$ cat src/rtl/serial_adder_pkg.sv
// ============================================================================
// serial_adder_pkg : shared types and helpers for the serial adder.
// Revision: 1.0
// ============================================================================
`default_nettype none

package serial_adder_pkg;

  typedef enum logic [1:0] {
    ST_IDLE = 2'd0,
    ST_RUN  = 2'd1,
    ST_DONE = 2'd2
  } state_e;

  // Cycle counter width: max(1, clog2(n)).
  function automatic int cnt_width(input int n);
    return (n <= 2) ? 1 : $clog2(n);
  endfunction

endpackage

`default_nettype wire

$ cat src/rtl/full_adder_cell.sv
// ============================================================================
// full_adder_cell : combinational 1-bit full adder, one link of the ripple chain.
// Revision: 1.0
// ============================================================================
`default_nettype none

module full_adder_cell (
  input  logic a_i,
  input  logic b_i,
  input  logic cin_i,
  output logic sum_o,
  output logic cout_o
);

  logic w_p;

  assign w_p    = a_i ^ b_i;
  assign sum_o  = w_p ^ cin_i;
  assign cout_o = (a_i & b_i) | (cin_i & w_p);

endmodule

`default_nettype wire

$ cat src/rtl/serial_adder.sv
// ============================================================================
// serial_adder : multi-cycle LSB-first adder, BITS_PER_CYCLE bits per clock,
// valid/ready on both sides. Optional subtract/overflow: SERIAL_ADDER_SUB_EN.
// Revision: 1.0
// ============================================================================
`default_nettype none

module serial_adder
  import serial_adder_pkg::*;
#(
  parameter int WIDTH          = 8,
  parameter int BITS_PER_CYCLE = 1
) (
  input  logic             clk,
  input  logic             rst,
  input  logic             in_valid,
  output logic             in_ready,
  input  logic [WIDTH-1:0] a,
  input  logic [WIDTH-1:0] b,
  input  logic             cin,
`ifdef SERIAL_ADDER_SUB_EN
  input  logic             sub,
  output logic             ovf,
`endif
  output logic             out_valid,
  input  logic             out_ready,
  output logic [WIDTH-1:0] sum,
  output logic             cout,
  output logic             busy
);

  localparam int N  = WIDTH / BITS_PER_CYCLE;
  localparam int CW = cnt_width(N);
  localparam logic [CW-1:0] LAST = CW'(N - 1);

  localparam logic [1:0] S_IDLE = ST_IDLE;
  localparam logic [1:0] S_RUN  = ST_RUN;
  localparam logic [1:0] S_DONE = ST_DONE;

  generate
    if (WIDTH < 1 || BITS_PER_CYCLE < 1 || (WIDTH % BITS_PER_CYCLE) != 0) begin : g_bad_cfg
      $error("serial_adder: BITS_PER_CYCLE must be >=1 and divide WIDTH exactly");
    end
  endgenerate

  logic [1:0]       state_q, state_d;
  logic [WIDTH-1:0] a_q, a_d;
  logic [WIDTH-1:0] b_q, b_d;
  logic             carry_q, carry_d;
  logic [CW-1:0]    cnt_q, cnt_d;
  logic [WIDTH-1:0] res_q, res_d;
  logic [WIDTH-1:0] sum_q, sum_d;
  logic             cout_q, cout_d;
`ifdef SERIAL_ADDER_SUB_EN
  logic             ovf_q, ovf_d;
`endif

  logic [BITS_PER_CYCLE:0]   w_c;
  logic [BITS_PER_CYCLE-1:0] w_ps;
  logic [WIDTH-1:0]          w_res_shift;

  assign w_c[0] = carry_q;

  generate
    for (genvar i = 0; i < BITS_PER_CYCLE; i++) begin : g_cell
      full_adder_cell u_cell (
        .a_i    (a_q[i]),
        .b_i    (b_q[i]),
        .cin_i  (w_c[i]),
        .sum_o  (w_ps[i]),
        .cout_o (w_c[i+1])
      );
    end
  endgenerate

  // Partial sums enter at the MSB end so after N shifts chunk 0 sits at the LSB.
  generate
    if (N == 1) begin : g_res_single
      assign w_res_shift = w_ps;
    end else begin : g_res_multi
      assign w_res_shift = {w_ps, res_q[WIDTH-1:BITS_PER_CYCLE]};
    end
  endgenerate

  always_comb begin
    state_d = state_q;
    a_d     = a_q;
    b_d     = b_q;
    carry_d = carry_q;
    cnt_d   = cnt_q;
    res_d   = res_q;
    sum_d   = sum_q;
    cout_d  = cout_q;
`ifdef SERIAL_ADDER_SUB_EN
    ovf_d   = ovf_q;
`endif
    case (state_q)
      S_IDLE: begin
        if (in_valid) begin
          a_d     = a;
`ifdef SERIAL_ADDER_SUB_EN
          b_d     = sub ? ~b : b;
          carry_d = sub ? 1'b1 : cin;
`else
          b_d     = b;
          carry_d = cin;
`endif
          cnt_d   = '0;
          res_d   = '0;
          state_d = S_RUN;
        end
      end
      S_RUN: begin
        a_d     = a_q >> BITS_PER_CYCLE;
        b_d     = b_q >> BITS_PER_CYCLE;
        carry_d = w_c[BITS_PER_CYCLE];
        res_d   = w_res_shift;
        cnt_d   = cnt_q + CW'(1);
        if (cnt_q == LAST) begin
          sum_d   = w_res_shift;
          cout_d  = w_c[BITS_PER_CYCLE];
`ifdef SERIAL_ADDER_SUB_EN
          // Signed overflow: carry into the MSB differs from carry out of it.
          ovf_d   = w_c[BITS_PER_CYCLE] ^ w_c[BITS_PER_CYCLE-1];
`endif
          state_d = S_DONE;
        end
      end
      S_DONE: begin
        if (out_ready) begin
          state_d = S_IDLE;
        end
      end
      default: begin
        state_d = S_IDLE;
      end
    endcase
  end

  always_ff @(posedge clk) begin
    if (rst) begin
      state_q <= S_IDLE;
      a_q     <= '0;
      b_q     <= '0;
      carry_q <= 1'b0;
      cnt_q   <= '0;
      res_q   <= '0;
      sum_q   <= '0;
      cout_q  <= 1'b0;
`ifdef SERIAL_ADDER_SUB_EN
      ovf_q   <= 1'b0;
`endif
    end else begin
      state_q <= state_d;
      a_q     <= a_d;
      b_q     <= b_d;
      carry_q <= carry_d;
      cnt_q   <= cnt_d;
      res_q   <= res_d;
      sum_q   <= sum_d;
      cout_q  <= cout_d;
`ifdef SERIAL_ADDER_SUB_EN
      ovf_q   <= ovf_d;
`endif
    end
  end

  assign in_ready  = (state_q == S_IDLE);
  assign out_valid = (state_q == S_DONE);
  assign busy      = (state_q == S_RUN) || (state_q == S_DONE);
  assign sum       = sum_q;
  assign cout      = cout_q;
`ifdef SERIAL_ADDER_SUB_EN
  assign ovf       = ovf_q;
`endif

endmodule

`default_nettype wire

$ cat config.mk
export PLATFORM = sky130hd
export DESIGN_NAME = serial_adder
export DESIGN_NICKNAME = d
export VERILOG_FILES = /design/src/rtl/serial_adder_pkg.sv /design/src/rtl/full_adder_cell.sv /design/src/rtl/serial_adder.sv
export SDC_FILE = /design/constraint.sdc
export NUM_CORES = 1
export LEC_CHECK = 0
export ABC_AREA = 0
export BUFFER_PORTS_ARGS = -buffer_cell sky130_fd_sc_hd__buf_2
export CORE_UTILIZATION = 50
export CTS_BUF_LIST = sky130_fd_sc_hd__clkbuf_8
export CTS_CLUSTER_SIZE = 14
export DETAILED_ROUTE_END_ITERATION = 12
export PLACE_DENSITY = 0.73
export SYNTH_ARGS = -nofsm -noshare
export SYNTH_HDL_FRONTEND = slang
export SYNTH_SLANG_ARGS = --single-unit
$ cat constraint.sdc
create_clock -name clk -period 1.85 [get_ports clk]
set_input_delay 0.185 -clock clk [delete_from_list [all_inputs] [get_ports clk]]
set_output_delay 0.185 -clock clk [all_outputs]
set_load 0.005 [all_outputs]
; Word-level counts from Yosys, hierarchy flattened
; Index checks and enable logic that the tools add are counted.
[classes]
div_mod_pow = 0
muxes = 14
n_eq_ne = 6
shifts = 0
n_reduce_logical = 6
n_addsub = 1
multipliers = 0
magnitude_cmp = 0
bitwise_logic = 5
[op_table]
columns = op, count
row1 = one-hot mux 8 bit (2 select lines), 3
row2 = two-way mux 8 bit, 3
row3 = two-way mux 2 bit, 3
row4 = one-hot mux 2 bit (3 select lines), 1
row5 = one-hot mux 3 bit (2 select lines), 1
row6 = "inequality test 2 bit, second input constant", 2
row7 = AND reduction 2 bit, 2
row8 = "adder 3 x 1 -> 3 bit, second input constant", 1
row9 = "== test 3 bit, second input constant", 1
row10 = two-way mux 3 bit, 1
row11 = AND reduction 3 bit, 1
row12 = bitwise AND 1 bit, 2
row13 = "== test 2 x 1 -> 1 bit, second input constant", 1
row14 = "== test 2 bit, second input constant", 1
row15 = zero test 2 bit, 1
row16 = "inequality test 2 x 1 -> 1 bit, second input constant", 1
row17 = one-hot mux 1 bit (2 select lines), 1
row18 = nonzero test 2 bit, 1
row19 = bitwise XOR 1 bit, 2
row20 = logical OR 1 bit, 1
row21 = two-way mux 1 bit, 1
row22 = bitwise OR 1 bit, 1
[word_totals]
romBits = 0
out_inout_bits = 12
memories = 0
word_cells = 40
latch_bits = 0
input_bits = 21
mem_bits_rw = 0
reg_bits = 39

; Logic depth before layout (Yosys ltp)
; Gate-level depths: netlist (run 1).
[depth]
depth_word = 4
depth_mapped = 7
ltp_nobuf = 5

; Hierarchy
; Synthesis (run 1) repeated with hierarchy kept, for this count alone.
[hier_totals]
hier_cells = 174
hier_area_um2 = 1773.0
[by_module_without_submodules]
columns = mod, instances, area_each_um2, seq_area_each_um2, cells_each
row1 = serial_adder, 1, 1752.9, 760.7, 173
row2 = full_adder_cell, 1, 20.0, 0.0, 1

; Worst setup path after synthesis (run 1)
; OpenSTA, ideal clock, no wires.
[synth_path]
kind = register to register
startpoint = register state_q[0]
endpoint = register a_q[4]
arrival_time_ns = 1.359
path_slack_ns = 0.358
n_path_buf = 2
synth_period_minus_slack_ns = 1.492
t_required_ns = 1.717
setup_time_ns = 0.133
path_stages_with_launch = 8
cell_sequence = dfxtp_1 -> inv_1 -> ha_1 -> buf_6 -> mux2_4 -> buf_6 -> nor2_1 -> a211oi_2
[synth_via]
elab_chain_cells = 3
word_cells_on_any_way = 6
cone_classes = eq/ne: 2 / mux: 1 / reduce/logical: 3
[synth_lines]
columns = item, line_no
row1 = "start, declared", serial_adder.sv:46  ; logic [1:0] state_q, state_d;
row2 = "start signal, assigned", serial_adder.sv:154  ; state_q <= state_d;
row3 = zero test 2 bit (*), -
row4 = via in_ready, serial_adder.sv:17  ; output logic in_ready,
row5 = inequality test 2 bit (no source line) / nonzero test 2 bit (equally long branches), -
row6 = AND reduction 2 bit (no source line), -
row7 = "end signal, assigned", serial_adder.sv:143  ; a_q <= '0;
row8 = "end signal, assigned", serial_adder.sv:155  ; a_q <= a_d;
row9 = "end, declared", serial_adder.sv:47  ; logic [WIDTH-1:0] a_q, a_d;
; The timed path passes the listed nets; every way through them passes the cells marked *.
; A chain may end at the register's enable or synchronous reset.

; Worst setup path in the final report (run 1)
[layout_path]
startpoint = register state_q[0]
endpoint = register state_q[1]
[layout_via]
elab_chain_cells = 3
word_cells_on_any_way = 8
cone_classes = eq/ne: 5 / mux: 1 / reduce/logical: 2
[layout_lines]
columns = item, line_no
row1 = == test 2 x 1 -> 1 bit (tied with other cells), serial_adder.sv:97  ; case (state_q)
row2 = inequality test 2 bit (no source line) / inequality test 2 x 1 -> 1 bit (equally long branches), -
row3 = AND reduction 3 bit (no source line), -
; Parallel ways exist; a longest one is shown, timed or not.

==> metrics.md, run 1 <==
| Metric | Value |
|---|---|
| Cell Area, Synth | `between 1500 and 2000 sq um` |
| Clock tree buffer depth | `2` |
| Post-cts hold buffer count | `0` |
| Crit-path cells | `inv_1 > ha_1 > nand2b_1 > a31oi_1 > a311oi_1` |
| Nets | `between 200 and 250` |
| Grt total ovfl | `0` |
| Crit path capture type | `register` |
| Yosys Warn Count | `0` |
| Gp weighted congestion | `between 0.7 and 0.8` |
| DRT antenna net count | `0` |
| Wire length per cell | `13.48 um` |
| Pins over their slew limit | `0` |
| Max FO, Critical Path | `15` |
| Min Tclk post-route | `1.611 ns` |
| # rows | `21` |
| Worst rel slew slack | `roughly 62%` |
| Total core area | `between 3000 and 4000 sq um` |
| Htree depth | `2` |
| Cell area after layout | `between 2000 and 2500 sq um` |
| Area growth syn-to-layout | `14.68%` |
| Final setup fails | `0` |
| Yosys reg bits | `38` |
| Clk_lat worst skew | `0.29 ns` |
| # diodes | `0` |
| Status | `complete, no violations` |
| Cts bufs inserted | `5` |
| Tcrit/Tclk final | `approximately 87%` |
| Post-DP HPWL | `approximately 2300 um` |
| Post-synthesis sequential area ratio | `about 43%` |
| Critical path's slowest cell | `nand2b_1` |
| First-pass GRT wire length | `about 5600 um` |
| Post-Syn Area per Cell | `a little over 10 sq um` |
| Post-CTS Setup Inserts | `0` |
| Root buffer selected by CTS | `clkbuf_8` |
| Setup TNS | `0 ns` |
| Largest net degree at the start of global routing | `31` |
| Starting Density | `a little over half` |
| Synth unique cells | `25` |
| Inst Count DP | `between 200 and 250` |
| RSZ-0062 raised after global routing | `false` |
| Overall Power | `~2.5 mW` |
| # resized after CTS | `0` |
| Pre-CTS setup slack | `roughly 0.26 ns` |
| Placed inst area | `between 1500 and 2000 sq um` |
| Fmax | `slightly above 0.6 GHz` |
| Total number of vias | `~1.4k` |
| I/O Buffers | `32` |
| Worst-margin pin slew | `about 0.57 ns` |
| Peak supply drop | `0.6260 mV` |
| Total GRT Usage | `between 20 and 25%` |
| CTS tree | `built` |
| Leak | `roughly 0.80 nW` |
| Crit path max-delay family | `simple AND/OR/NAND/NOR gates` |
| Skew final | `0.006304 ns` |
| Initial antenna violation count | `0` |
| DR vias/cell | `5.492` |
| Critical Path AT | `1.82 ns` |
| Post-route DRC | `0` |
| CP peak stage delay | `around 0.43 ns` |
| Power Dens Cells | `roughly 1200 nW/um^2` |
| Final Hold Slack | `0.2428 ns` |
| Most frequent cells in the layout | `dfxtp_1 (38), buf_2 (32), nor2_1 (24)` |
| CP Class | `reg -> reg` |
| Clk pin slew, worst setup/hold paths | `approximately 0.08 ns` |
| R2R Setup Slk | `0.24 ns` |
| Die Y | `roughly 60 um` |
| Vias in the first global route | `1328` |
| Most common library cell in the layout ignoring fill and taps | `dfxtp_1` |
| Tightest Hold Check Type | `in -> reg` |
| Layout Utilization | `between 60 and 70%` |
| Max-Cap Viols | `0` |
| WP buf/inv | `1` |
| Drt pass-1 iters | `4` |
| Post-route setup slack | `around 0.24 ns` |
| Die Footprint | `approximately 3800 sq um` |
| Detailed Route Iter0 Violations | `between 50 and 60` |
| Worst setup SP type | `register` |
| CTS Sinks | `38` |
| Layout cells sized above 1 | `around a third` |
| Syn nets | `between 200 and 250` |
| Post-Synthesis Cells | `174` |
| Die span in x | `around 60 um` |
| Drt total wl | `approximately 3400 um` |
| Crit path required time | `between 2 and 2.5 ns` |
| Io pins | `33` |
| Final-report hold violation count | `0` |
| Non-filler cells, final | `250` |
==> synthesized netlist by cell type (all sizes together) <==
library cell | count | area (sq um)
a21oi | 10 | 50.05
nand2b | 5 | 31.28
nand2 | 11 | 41.29
a32oi | 9 | 78.83
nand3 | 9 | 45.04
dfxtp | 38 | 760.7
mux2 | 1 | 15.01
a211oi | 15 | 187.7
inv | 3 | 11.26
mux2i | 17 | 182.7
or2b | 1 | 7.510
and2b | 2 | 17.52
fa | 1 | 20.02
o32ai | 2 | 17.52
ha | 5 | 62.56
o211ai | 1 | 7.510
nor2 | 24 | 90.09
buf | 12 | 100.1
a311oi | 1 | 8.760
a31oi | 3 | 18.77
clkbuf | 3 | 11.26
nand3b | 1 | 7.510
==> worst paths after layout <==
check,start,endpoint,depth (start not counted)
worst max-delay path,state_q[0]$_SDFFE_PP0P_,state_q[1]$_SDFFE_PP0P_,5
worst min-delay path,out_ready,state_q[1]$_SDFFE_PP0P_,3
worst max register to register,state_q[0]$_SDFFE_PP0P_,state_q[1]$_SDFFE_PP0P_,5
worst min register to register,sum[7]$_SDFFE_PP0P_,sum[7]$_SDFFE_PP0P_,2
==> area by class of cell <==
| class | instances | area (sq um) |
|---|---|---|
| Clock buffer | 5 | 68.82 |
| Clock inverter | 3 | 45.04 |
| Fill cell | 317 | 1330 |
| Inverter | 3 | 11.26 |
| Multi-Input combinational cell | 118 | 892.1 |
| Sequential cell | 38 | 760.7 |
| Tap cell | 46 | 57.56 |
| Timing Repair Buffer | 37 | 197.7 |
==> routing by layer <==
layer,global-route usage (%),up-vias,part of all wire [%]
met5,0,-,0
met4,10.48,0,1.8
met3,7.143,4,4.6
met2,36.25,30,48
met1,21.89,660,46
li1,-,679,-
==> flip-flops by register name, indices dropped and copies added, names as in the netlist <==
register / flops
cnt_q: 3
sum: 8
state_q: 2
res_q: 7
carry_q: 1
b_q: 8
cout: 1
a_q: 8
==> worst min-delay path: cells and delay by family <==
| family | cells | cell delay [ns] |
|---|---|---|
| buf+inv | 1 | 0.07 |
| simple gates | 1 | 0.14 |
| compound gates | 1 | 0.10 |
==> logic make-up after synthesis <==
| group | count (synthesis) | share of synthesized area [%] |
|---|---|---|
| adder cells (fa/ha/maj) | 6 | 4.658 |
| AND/OR/NAND/NOR | 53 | 13.55 |
| AO/OA/AOI/OAI | 41 | 20.82 |
| multiplexers | 18 | 11.15 |
| buffers and inverters | 18 | 6.916 |
| flip-flops | 38 | 42.91 |
==> power by group <==
part / internal, mW / switching (mW) / leakage, nW
logic: 0.324 / 0.442 / 0.435
clock network: 0.401 / 0.306 / 0.0504
registers: 0.927 / 0.0683 / 0.310
total: 1.65 / 0.816 / 0.796
Note: power is estimated with default switching activity, not from simulation.
==> run 2, diff against run 1 <==
- ABC_AREA: 0 -> 1
- PLACE_DENSITY: 0.73 -> 0.74
==> metrics.md, run 2 <==
| Metric | Value |
|---|---|
| Critical path startpoint | `state_q[1]$_SDFFE_PP0P_` |
| I/O Buffers | `32 (unchanged)` |
| # resized after CTS | `0 (unchanged)` |
| Detailed Route Iter0 Violations | `36 (-37%)` |
| Layout cells sized above 1 | `19.40% (-12 points)` |
| Grt total ovfl | `0 (unchanged)` |
| # diodes | `0 (unchanged)` |
| Inst Count DP | `304 (+26%)` |
| Die Footprint | `3527 sq um (-6.9%)` |
| RSZ-0062 raised after global routing | `false` |
| Cell Area, Synth | `1647 sq um (-7.1%)` |
| Reg-to-Reg End | `res_q[1]$_SDFFE_PP0P_` |
| Crit path required time | `2.07 ns (about the same)` |
| Post-cts hold buffer count | `0 (unchanged)` |
| Critical Path AT | `1.77 ns (-0.05 ns)` |
| Crit path capture type | `register` |
| Worst R2R Start | `state_q[1]$_SDFFE_PP0P_` |
| Post-CTS Setup Inserts | `0 (unchanged)` |
| Pins over their slew limit | `0 (unchanged)` |
| Clk_lat worst skew | `0.28 ns (about the same)` |
| Critical Path End | `res_q[1]$_SDFFE_PP0P_` |
| Total core area | `3078 sq um (-8.5%)` |
| Post-Synthesis Cells | `232 (+33%)` |
| Worst-margin pin slew | `0.4169 ns (-0.1509 ns)` |
| Synth top area cells | `dfxtp_1 (46%), nand2_1 (16%), nor2_1 (13%)` |
| Final-report hold violation count | `0 (unchanged)` |
| Largest net degree at the start of global routing | `18 (-42%)` |
| Post-synthesis sequential area ratio | `46.20% (+3.3 points)` |
| Status | `complete, no violations` |
| Fmax | `0.6459 GHz (+4.1%)` |
| Clk pin slew, worst setup/hold paths | `0.08 ns (about the same)` |
| Max-Cap Viols | `0 (unchanged)` |
| Most common library cell in the layout ignoring fill and taps | `nand2_1` |
| Sequential power share | `49.0% (+8.7 points)` |
| First-pass GRT wire length | `5520 um (-0.61%)` |
| Tcrit/Tclk final | `83.68% (-3.4 points)` |
| Die span in x | `59.39 um (-3.5%)` |
| Min Tclk post-route | `1.548 ns (-0.06277 ns)` |
| Non-filler cells, final | `312 (+25%)` |
| Fillers | `311 (-1.9%)` |
| Die Y | `59.39 um (-3.5%)` |
| Gp weighted congestion | `0.7624 (-0.20%)` |
| # rows | `20 (-4.8%)` |
| Post-route setup slack | `0.3018 ns (+0.06277 ns)` |
| Peak supply drop | `0.5211 mV (-17%)` |
| R2R Setup Slk | `0.30 ns (+0.06 ns)` |
| Ys flop type | `dfxtp_1` |
| Wire length per cell | `10.15 um (-25%)` |
| Worst setup SP type | `register` |
| Pre-CTS setup slack | `0.3002 ns (+0.03786 ns)` |
| Commonest cells in the netlist | `nand2_1 (70), nor2_1 (56), dfxtp_1 (38)` |
| Total number of vias | `1498 (+9.1%)` |
| Yosys reg bits | `38 (unchanged)` |
| Post-Syn Area per Cell | `7.097 sq um (-30%)` |
| Drt pass-1 iters | `4 (unchanged)` |
| Worst-case reg-to-reg path depth | `6 (+1)` |
| Worst rel slew slack | `72.21% (+10 points)` |
| Post-route DRC | `0 (unchanged)` |
| Final setup fails | `0 (unchanged)` |
| DR vias/cell | `4.801 (-13%)` |
| Clk network pwr share | `31.1% (+2.5 points)` |
| Synth unique cells | `20 (-20%)` |
| Layout Utilization | `62.68% (+2.2 points)` |
| CTS Sinks | `38 (unchanged)` |
| Clock tree buffer depth | `2 (unchanged)` |
| Sw Pwr | `0.5675 mW (-30%)` |
| Leak | `0.9225 nW (+16%)` |
| Syn nets | `259 (+29%)` |
| Skew final | `0.003106 ns (-0.003197 ns)` |
| Cts bufs inserted | `5 (unchanged)` |
| Post-synth EDFFs | `0 (unchanged)` |
| Total GRT Usage | `21.01% (+0.34 points)` |
| CP Class | `reg -> reg` |
| Vias in the first global route | `1339 (+0.83%)` |
| Nets | `294 (+28%)` |
| Internal power | `1.333 mW (-19%)` |
| Tightest Hold Check Type | `in -> reg` |
| Htree depth | `2 (unchanged)` |
| Starting Density | `53.50% (+0.78 points)` |
| Count leader, synth | `nand2_1` |
| Overall Power | `1.901 mW (-23%)` |
| Share of the synthesized area in the top cell type | `46.20% (+3.3 points)` |
| Power Dens Cells | `985.1 nW/um^2 (-19%)` |
| Comb pwr share | `19.8% (-11 points)` |
| Max FO, Critical Path | `11 (-4)` |
| Io pins | `33 (unchanged)` |
| Initial antenna violation count | `0 (unchanged)` |
| Yosys Warn Count | `0 (unchanged)` |
| Area growth syn-to-layout | `17.17%` |
| Post-DP HPWL | `2243 um (-4.4%)` |
| Root buffer selected by CTS | `clkbuf_8` |
| Drt total wl | `3167 um (-6.0%)` |
| Most frequent cells in the layout | `nand2_1 (70), nor2_1 (56), dfxtp_1 (38)` |
| CTS tree | `built` |
| Cell taking the most area after synthesis | `dfxtp_1` |
| DRT antenna net count | `0 (unchanged)` |
| Switching share of power | `29.86% (-3.2 points)` |
| Setup TNS | `0 ns (unchanged)` |
| Async SR Flop Fraction | `0% (unchanged)` |
==> run 2: cell types whose count changed after synthesis, sizes merged, moves of 2 or more <==
cell and delta:
nand3 -7, a211oi -15, buf -5, a31oi -3
o21ai +26, a32oi -9, o32ai -2, nand2 +61
and2b -2, nor2 +32, inv +8, mux2i -17
nand2b -5
==> run 2: area by class of cell <==
type	instances	area, sq um	area share [%]
clock buffers	6	82.58	4.280
clock inverters	2	12.51	0.6485
inverters	11	43.79	2.270
multi-input cells	174	777.0	40.27
flip-flops and latches	38	760.7	39.43
well taps	44	55.05	2.853
repair buffers	37	197.7	10.25
==> run 2: worst min-delay path by stage <==
stage,from,endpoint,slack [ns],cells after the start
finish,a[7],a_q[7]$_SDFFE_PP0P_,0.19,3
global route,a[7],a_q[7]$_SDFFE_PP0P_,0.21,3
CTS,b[7],b_q[7]$_SDFFE_PP0P_,0.19,3
detailed placement,a_q[7]$_SDFFE_PP0P_,a_q[7]$_SDFFE_PP0P_,0.46,2
global placement,a_q[7]$_SDFFE_PP0P_,a_q[7]$_SDFFE_PP0P_,0.45,2
floorplan,a[7],a_q[7]$_SDFFE_PP0P_,0.38,2
==> run 2: stage by stage <==
step | instance area, sq um | hold slack (ns)
floorplan | 1647 | 0.3795
global placement | 1834 | 0.4523
detailed placement | 1834 | 0.4604
CTS | 1929 | 0.1864
global route | 1929 | 0.2078
finish | 1929 | 0.1939
==> run 2: logic make-up after synthesis <==
family                     count (synthesis)  synth area share, %
adders and majority gates                  6                5.015
DFF                                       38                46.20
buffers and inverters                     20                6.611
AOI/OAI and AO/OA                         38                12.08
and+or+nand+nor                          130                30.09
==> run 2: critical path: stages (launching register included) <==
cell and delay (ns):
dfxtp_1 0.36, inv_1 0.07, ha_1 0.33, o21ai_2 0.31, buf_4 0.22, nand2_1 0.06
a21oi_1 0.14
==> run 2: power groups by stage <==
stage          clock network, mW  registers (mW)  logic (mW)
4_1_cts                    0.608           0.933       0.379
6_report                   0.592           0.932       0.377
3_5_place_dp                   0           0.951       0.376
2_1_floorplan                  0           0.942       0.304
3_3_place_gp                   0           0.949       0.374
5_1_grt                    0.636           0.943       0.439
==> run 2: per-layer routing <==
| metal | vias up | GRT usage, % | share of wire, % |
|---|---|---|---|
| met5 | - | 0 | 0 |
| met4 | 0 | 11.90 | 0.66 |
| met3 | 2 | 5.022 | 4.0 |
| met2 | 31 | 31.46 | 46 |
| met1 | 671 | 27.61 | 49 |
| li1 | 794 | - | - |
